`src/rtl/uart_char_rx.sv`:
```
// uart_char_rx -- 8N1 UART character receiver (idle-high line, LSB first).
//
// The line is oversampled with CLKS_PER_BIT system clocks per bit. A falling
// edge seen in IDLE starts a frame. The start bit is re-checked at mid-bit.
// Each data bit and the stop bit are then sampled one full bit period later.
// Good characters are presented on data with a one-cycle valid strobe. A low
// stop bit gives a one-cycle frame_err strobe and leaves data untouched.
//
// Optional feature macro: UART_CHAR_RX_SYNC_EN
//   defined   -> rx passes through a two-flop synchroniser (reset value 1)
//                before the FSM. Every detection and strobe moves two cycles
//                later.
//   undefined -> the FSM samples rx directly.
module uart_char_rx #(
  parameter int CLKS_PER_BIT = 16
) (
  input  logic       clk,
  input  logic       clr,
  input  logic       rx,
  output logic [7:0] data,
  output logic       valid,
  output logic       frame_err,
  output logic       busy
);

  typedef enum logic [1:0] {
    IDLE  = 2'd0,
    START = 2'd1,
    DATA  = 2'd2,
    STOP  = 2'd3
  } state_t;

  // Last counter value of the half bit that ends at the centre of the start bit.
  localparam logic [15:0] HALF_LAST = 16'(CLKS_PER_BIT / 2 - 1);
  // Last counter value of a full bit period, measured centre to centre.
  localparam logic [15:0] BIT_LAST  = 16'(CLKS_PER_BIT - 1);
  localparam logic [2:0]  IDX_LAST  = 3'd7;

  // Line value as seen by the FSM.
  logic rx_s;

`ifdef UART_CHAR_RX_SYNC_EN
  logic sync1_r;
  logic sync2_r;

  // Two-flop synchroniser. It resets to the idle (high) level so that reset
  // release never looks like a start edge.
  always_ff @(posedge clk or negedge clr) begin
    if (!clr) begin
      sync1_r <= 1'b1;
      sync2_r <= 1'b1;
    end else begin
      sync1_r <= rx;
      sync2_r <= sync1_r;
    end
  end

  assign rx_s = sync2_r;
`else
  assign rx_s = rx;
`endif

  state_t      state_r;
  state_t      state_nx;
  logic [15:0] cnt_r;
  logic [15:0] cnt_nx;
  logic [2:0]  idx_r;
  logic [2:0]  idx_nx;
  logic [7:0]  shift_r;
  logic [7:0]  shift_nx;
  logic [7:0]  data_r;
  logic [7:0]  data_nx;
  logic        valid_r;
  logic        valid_nx;
  logic        ferr_r;
  logic        ferr_nx;
  logic        busy_r;
  logic        busy_nx;

  // State and datapath registers. A reset discards any partial character.
  always_ff @(posedge clk or negedge clr) begin
    if (!clr) begin
      state_r <= IDLE;
      cnt_r   <= 16'd0;
      idx_r   <= 3'd0;
      shift_r <= 8'h00;
      data_r  <= 8'h00;
      valid_r <= 1'b0;
      ferr_r  <= 1'b0;
      busy_r  <= 1'b0;
    end else begin
      state_r <= state_nx;
      cnt_r   <= cnt_nx;
      idx_r   <= idx_nx;
      shift_r <= shift_nx;
      data_r  <= data_nx;
      valid_r <= valid_nx;
      ferr_r  <= ferr_nx;
      busy_r  <= busy_nx;
    end
  end

  // Next-state logic: bit timing, sampling, character assembly and strobes.
  always_comb begin
    state_nx = state_r;
    cnt_nx   = cnt_r;
    idx_nx   = idx_r;
    shift_nx = shift_r;
    data_nx  = data_r;
    valid_nx = 1'b0;
    ferr_nx  = 1'b0;

    case (state_r)
      IDLE: begin
        cnt_nx = 16'd0;
        idx_nx = 3'd0;
        if (!rx_s) begin
          state_nx = START;
        end else begin
          state_nx = IDLE;
        end
      end

      START: begin
        if (cnt_r == HALF_LAST) begin
          cnt_nx = 16'd0;
          idx_nx = 3'd0;
          if (!rx_s) begin
            // The start bit is still low at its centre, so this is a real frame.
            state_nx = DATA;
          end else begin
            // The low pulse was too short to be a start bit. Drop it silently.
            state_nx = IDLE;
          end
        end else begin
          cnt_nx = cnt_r + 16'd1;
        end
      end

      DATA: begin
        if (cnt_r == BIT_LAST) begin
          cnt_nx           = 16'd0;
          shift_nx[idx_r]  = rx_s;
          if (idx_r == IDX_LAST) begin
            idx_nx   = 3'd0;
            state_nx = STOP;
          end else begin
            idx_nx = idx_r + 3'd1;
          end
        end else begin
          cnt_nx = cnt_r + 16'd1;
        end
      end

      STOP: begin
        if (cnt_r == BIT_LAST) begin
          // Go straight back to IDLE so the next start bit, which may begin
          // right after this stop-bit centre, is caught on the next cycle.
          cnt_nx   = 16'd0;
          state_nx = IDLE;
          if (rx_s) begin
            data_nx  = shift_r;
            valid_nx = 1'b1;
          end else begin
            ferr_nx = 1'b1;
          end
        end else begin
          cnt_nx = cnt_r + 16'd1;
        end
      end

      default: begin
        state_nx = IDLE;
        cnt_nx   = 16'd0;
        idx_nx   = 3'd0;
      end
    endcase

    // busy is registered. It follows the state that is entered on this edge.
    if (state_nx != IDLE) begin
      busy_nx = 1'b1;
    end else begin
      busy_nx = 1'b0;
    end
  end

  assign data      = data_r;
  assign valid     = valid_r;
  assign frame_err = ferr_r;
  assign busy      = busy_r;

endmodule

```
`config.mk`:
```
export PLATFORM = sky130hd
export DESIGN_NAME = uart_char_rx
export DESIGN_NICKNAME = d
export VERILOG_FILES = /design/src/rtl/uart_char_rx.sv
export SDC_FILE = /design/constraint.sdc
export NUM_CORES = 1
export LEC_CHECK = 0
export ABC_CLOCK_PERIOD_IN_PS = 3400
export CORE_AREA = 4 4 64 60
export DETAILED_ROUTE_END_ITERATION = 12
export DIE_AREA = 0 0 68 64
export PLACE_DENSITY_LB_ADDON = 0.05
export SKIP_CTS_REPAIR_TIMING = 1
export SLEW_MARGIN = 20
export SYNTH_ARGS = -nofsm -noshare
export SYNTH_HDL_FRONTEND = slang
export SYNTH_SLANG_ARGS = --single-unit
```
`constraint.sdc`:
```
create_clock -name clk -period 3.4 [get_ports clk]
set_input_delay 0.68 -clock clk [delete_from_list [all_inputs] [get_ports clk]]
set_output_delay 0.68 -clock clk [all_outputs]
set_load 0.02 [all_outputs]
```
# [Yosys cells after proc, flatten, opt, wreduce, memory -nomap -nowiden]
# Cells that the tools add are included.
[word_totals] in_bits=3 reg_bits=40 elab_cells=52 output_inout_bits=11
[classes] magnitude_cmp=2 reduce_logical=8 n_eq_ne=8 n_mux=24 add_sub_neg=2
[op_table] operator="$pmux W16 S3" count=1
[op_table] operator="$mux W16" count=2
[op_table] operator="$add A16 B1 Y16 const B" count=1
[op_table] operator="$eq A16 B3 Y1 const B" count=1
[op_table] operator="$eq A16 B4 Y1 const B" count=1
[op_table] operator="$mux W2" count=5
[op_table] operator="$mux W1" count=9
[op_table] operator="$mux W3" count=3
[op_table] operator="$pmux W3 S3" count=1
[op_table] operator="$bwmux W8" count=1
[op_table] operator="$pmux W2 S4" count=1
[op_table] operator="$reduce_and A3 Y1" count=2
[op_table] operator="$eq A2 B2 Y1 const B" count=2
[op_table] operator="$lt A3 B4 Y1 const B" count=1
[op_table] operator="$ne A2 B2 Y1 const B" count=2
[op_table] operator="$add A3 B1 Y3 const B" count=1
[op_table] operator="$demux W1 S3" count=1
[op_table] operator="$eq A3 B3 Y1 const B" count=1
[op_table] operator="$ge A3 B1 Y1 const B" count=1
[op_table] operator="$reduce_bool A3 Y1" count=1
[op_table] operator="$eq A2 B1 Y1 const B" count=1
[op_table] operator="$logic_not A2 Y1" count=1
[op_table] operator="$reduce_and A2 Y1" count=1
[op_table] operator="$reduce_bool A2 Y1" count=1
[op_table] operator="2 further kinds" count=2

# [Longest topological paths before layout]
[logic_depth] depth_word=6 depth_mapped=6 ltp_nobuf=5

# [Worst setup path after synthesis]
# OpenSTA, ideal clock, no wires.
[synth_path] path_kind="register to register" startpoint="register cnt_r[8]" endpoint="register shift_r[6]" setup_time_ps=127 required_ps=3273 path_slack_ps=1419 n_path_buf=1 synth_period_minus_slack_ps=1981 path_stages_with_launch=6 arrival_ps=1854 path_cell_list="dfrtp_1 or4_4 nor4_4 buf_6 nand4_1 mux2_1"
[synth_between] elab_chain_cells=2
[synth_lines] element="start, declared" line="65" source="logic [15:0] cnt_r;"
[synth_lines] element="start signal, assigned" line="93" source="cnt_r <= cnt_nx;"
[synth_lines] element="$eq A16 B4 Y1" line="141" source="if (cnt_r == BIT_LAST) begin"
[synth_lines] element="$reduce_and A2 Y1 (no line)"
[synth_lines] element="end signal, assigned" line="95" source="shift_r <= shift_nx;"
[synth_lines] element="end, declared" line="69" source="logic [7:0] shift_r;"
# No other way between the ends.
# A chain may end at the register's enable or synchronous reset.

# [Worst setup path after layout]
[layout_path] startpoint="register cnt_r[13]" endpoint="register shift_r[7]"
# Same word-level chain as after synthesis.

==> run summary <==
Setup repair after global routing left no endpoint under its margin. Clock latency on the worst-skew pair, taken at its later pin, is 0.34 ns. The run gives 0.9281 ns as the setup slack at placement. The worst setup path endpoint is shift_r[7]$_DFFE_PN0P_.

The maximum number of pins on one net before global-route repair is 41, and the fraction of final layout cells sized beyond drive strength 1 is 6.383%. For this design the ratio of total power to cell area is 522.0 nW/um^2. The run finished with clean final reports.

The average size of a mapped cell works out to 11.11 um^2. Clock tree synthesis found a total of 40 sinks. After the first detailed-routing iteration, the DRC count stood at 124.

For the arrival time at the worst endpoint, the log shows 2.57 ns. In the routed design, unresolved DRC markers number 0. TritonCTS built the clock tree.

The first global-routing pass estimated 6396 um of wire. Yosys mapped a number of flops with a built-in enable equal to 0. The largest single stage delay on the critical path is 0.67 ns. Kind of capture point of the worst setup path: a flip-flop. The worst hold path belongs to the class in2async. Setup violations remaining at the end of the flow were counted as 0. The area of the mapped netlist came out at 1922 um^2. Counting every net in the synthesized netlist gives 179. Counting every instance in the synthesized netlist gives 173.

The tree is rooted in a clkbuf_4. The total area of multi-input combinational cells is 869.6 um^2. The synthesized netlist devotes 1.953% of its cell area to adder and majority cells. The synthesized netlist devotes 4.232% of its cell area to compound gates. The H-tree was split into 2 levels.

The cell with the biggest individual delay on the critical path was or4_1. In this run the critical register-to-register path is launched from cnt_r[13]$_DFF_PN0_. Across the run, the number of max-cap violations was 0. In the final timing run, aggregate negative setup slack is 0 ns.

The smallest clock period supported by the final layout is computed as 2.341 ns. Of the post-synthesis cell area, the part taken by muxes is 9.896%. The simple-gate share of the synthesized area is 22.79%. The worst register-to-register path ends at shift_r[7]$_DFFE_PN0P_.

Flip-flop cell with the highest count after synthesis: dfrtp_1. The parity-gate share of the synthesized area counting xor and xnor cells was 6.380%; the count of input and output buffers was 13. Compared with the post-synthesis result, the final layout area differs by 10.94%. The clock passes through at most 2 buffers.

The core region is 3253 um^2. At the pin with the least slew margin, the transition time is 0.8512 ns. Static timing analysis puts the maximum clock frequency at 427.1 MHz.

The startpoint of the most critical setup path was cnt_r[13]$_DFF_PN0_. Traced cell by cell, the critical path runs through or4_1 > nor4_4 > nand3_1 > mux2_1. For the full die area, the log shows 4352 um^2.

For this run, the register share of the synthesized area comes to 52.08%. Along the worst path, the maximum fanout reaches 11. The startpoint type of the worst setup path is a flip-flop.

For flop-to-flop paths, the worst setup slack is 1.06 ns. In the post-synthesis netlist, the cell with the most instances is dfrtp_1. For the count of final hold-check violations, the log shows 0.

For the antenna diode instance count, the log shows 0. The commonest cells after synthesis are dfrtp_1, nor2_1, mux2_1, nand3_1, xnor2_1. In this run the core area contains 20 standard-cell rows. The logic depth of the worst register-to-register path is 4. Counting flops with an async set or reset pin after synthesis yields a share of 100.0%. The number of search-and-repair iterations in the first detailed-routing pass was 4. After detailed routing, the average wire length per cell comes to 15.42 um. 14 I/O pins were placed. The HPWL after detailed placement is 2480 um. Global routing used 19.29% of the available tracks across all layers. In this run the biggest area consumer among cell types represents 52.08% of the synthesized area. The distinct cell type count after synthesis is 34. The number of global-route vias before repair is 1393, and the data required time at the worst endpoint is 3.63 ns. In the routed layout, each cell is associated on average with a via count of 5.784. The sum of routed wire length over all layers is 3578 um, and the worst setup margin is 1.059 ns. The biggest area contributor in the post-synthesis netlist is dfrtp_1. TritonCTS created 5 clock buffers.

In this run, synthesis produced a sequential element count of 40. The logs give 0.9081 nW for the leakage dissipation and 0.01388 ns for the clock skew after layout. The number of nets still failing antenna checks after routing was 0; the max-slew violation count was 0. The die extent in x was 68 um; the worst-case headroom to the max-slew limit was 43.25%.

The critical path start-end classification was reg2reg. Count of synthesis-stage warnings from yosys: 0. Once the floorplan was initialized, standard cells occupied 59.08% of the core.

The total of fill cells in the finished design was 277; the routability congestion estimate was 0.8243. After synthesis, the largest family of logic cells by area is simple AND/OR/NAND/NOR gates. By area the synthesized netlist is led by dfrtp_1, mux2_1, xnor2_1, nor2_1, nand3_1. For the worst IR drop on VDD, the log shows 293.7 uV. The number of antenna violations at the first check in global routing was 0; the die boundary height was 64 um.

The combined flip-flop and latch cell area is 1001 um^2, and the total congestion overflow is 0. Clock-pin slew was measured on the worst setup and hold paths at 0.12 ns. Dividing the final minimum period by the clock period gives 68.86%. For this block, the via count after detailed routing is 1342. The run gives 193 as the final-stage net count.
-- layer usage --
metal | share of wire [%] | GRT usage, % | vias up | wire (um)
met5 | 0 | 0 | - | 0
met3 | 4.1 | 6.503 | 5 | 145
met1 | 49 | 26.68 | 654 | 1762
met4 | 1.2 | 4.963 | 0 | 42
met2 | 46 | 29.00 | 24 | 1628
li1 | - | - | 659 | -
-- cells by family (layout without fill, tap and decap cells) --
logic type / Yosys count / count (layout)
adders and majority gates: 3 / 3
AOI/OAI and AO/OA: 10 / 10
DFF: 40 / 40
muxes: 17 / 17
xor gates and xnor gates: 14 / 14
buffers and inverters: 11 / 26
and+or+nand+nor: 78 / 78
-- metrics by stage --
stage / cells / area [um^2] / hold WS [ns] / utilization (%) / total power (W)
floorplan: 173 / 1922 / 0.3844 / - / 0.0007834
global placement: 224 / 2073 / 0.4687 / 63.73 / 0.0008560
detailed placement: 224 / 2073 / 0.4795 / 63.73 / 0.0008729
CTS: 232 / 2132 / 0.4521 / 65.54 / 0.001123
global route: 232 / 2132 / 0.5027 / 65.54 / 0.001192
finish: 232 / 2132 / 0.4285 / 65.54 / 0.001113
-- worst min-delay path by stage --
stage,start,end,slack [ns],cells past startpoint
CTS,clr,cnt_r[6]$_DFF_PN0_,0.45,1
detailed placement,data[1]$_DFFE_PN0P_,data[1]$_DFFE_PN0P_,0.48,1
global placement,data[0]$_DFFE_PN0P_,data[0]$_DFFE_PN0P_,0.47,1
finish,clr,cnt_r[6]$_DFF_PN0_,0.43,1
global route,clr,cnt_r[12]$_DFF_PN0_,0.50,1
floorplan,clr,busy$_DFF_PN0_,0.38,0
-- report_power, final --
| part | switching (W) | internal, W |
|---|---|---|
| logic | 0.000143 | 0.000109 |
| clock network | 0.000146 | 0.000102 |
| registers | 0.0000854 | 0.000527 |
-- cell usage in the layout (no fill, tap or decap), types with 2 or more instances in the layout --
cell type / instances
dfrtp_1: 40
nor2_1: 20
mux2_1: 16
xnor2_1: 12
nand3_1: 12
clkdlybuf4s50_1: 12
nor4_1: 9
nand4_1: 9
nor3_1: 7
nor2b_1: 5
clkbuf_4: 5
inv_1: 4
nand2_1: 4
and3_1: 3
ha_1: 3
or4_4: 2
xor2_1: 2
nand3b_1: 2
a32o_1: 2
clkbuf_1: 2
-- state kept, by name (all words and copies together) (netlist names) --
signal	flops
frame_err	1
shift_r	8
busy	1
cnt_r	16
idx_r	3
data	8
valid	1
state_r	2
-- area by class of cell --
cell class	instances	area share [%]
Sequential cell	40	46.95
Multi-Input combinational cell	122	40.79
Clock buffer	8	2.758
Tap cell	44	2.582
Inverter	4	0.7042
Timing Repair Buffer	14	6.221
-- worst max-delay path, delay by kind of cell (launching register included) --
kind | cells | cell delay [ns]
flops | 1 | 0.44
simple gates | 3 | 1.43
mux | 1 | 0.34
Power figures use the tool's default switching activity.
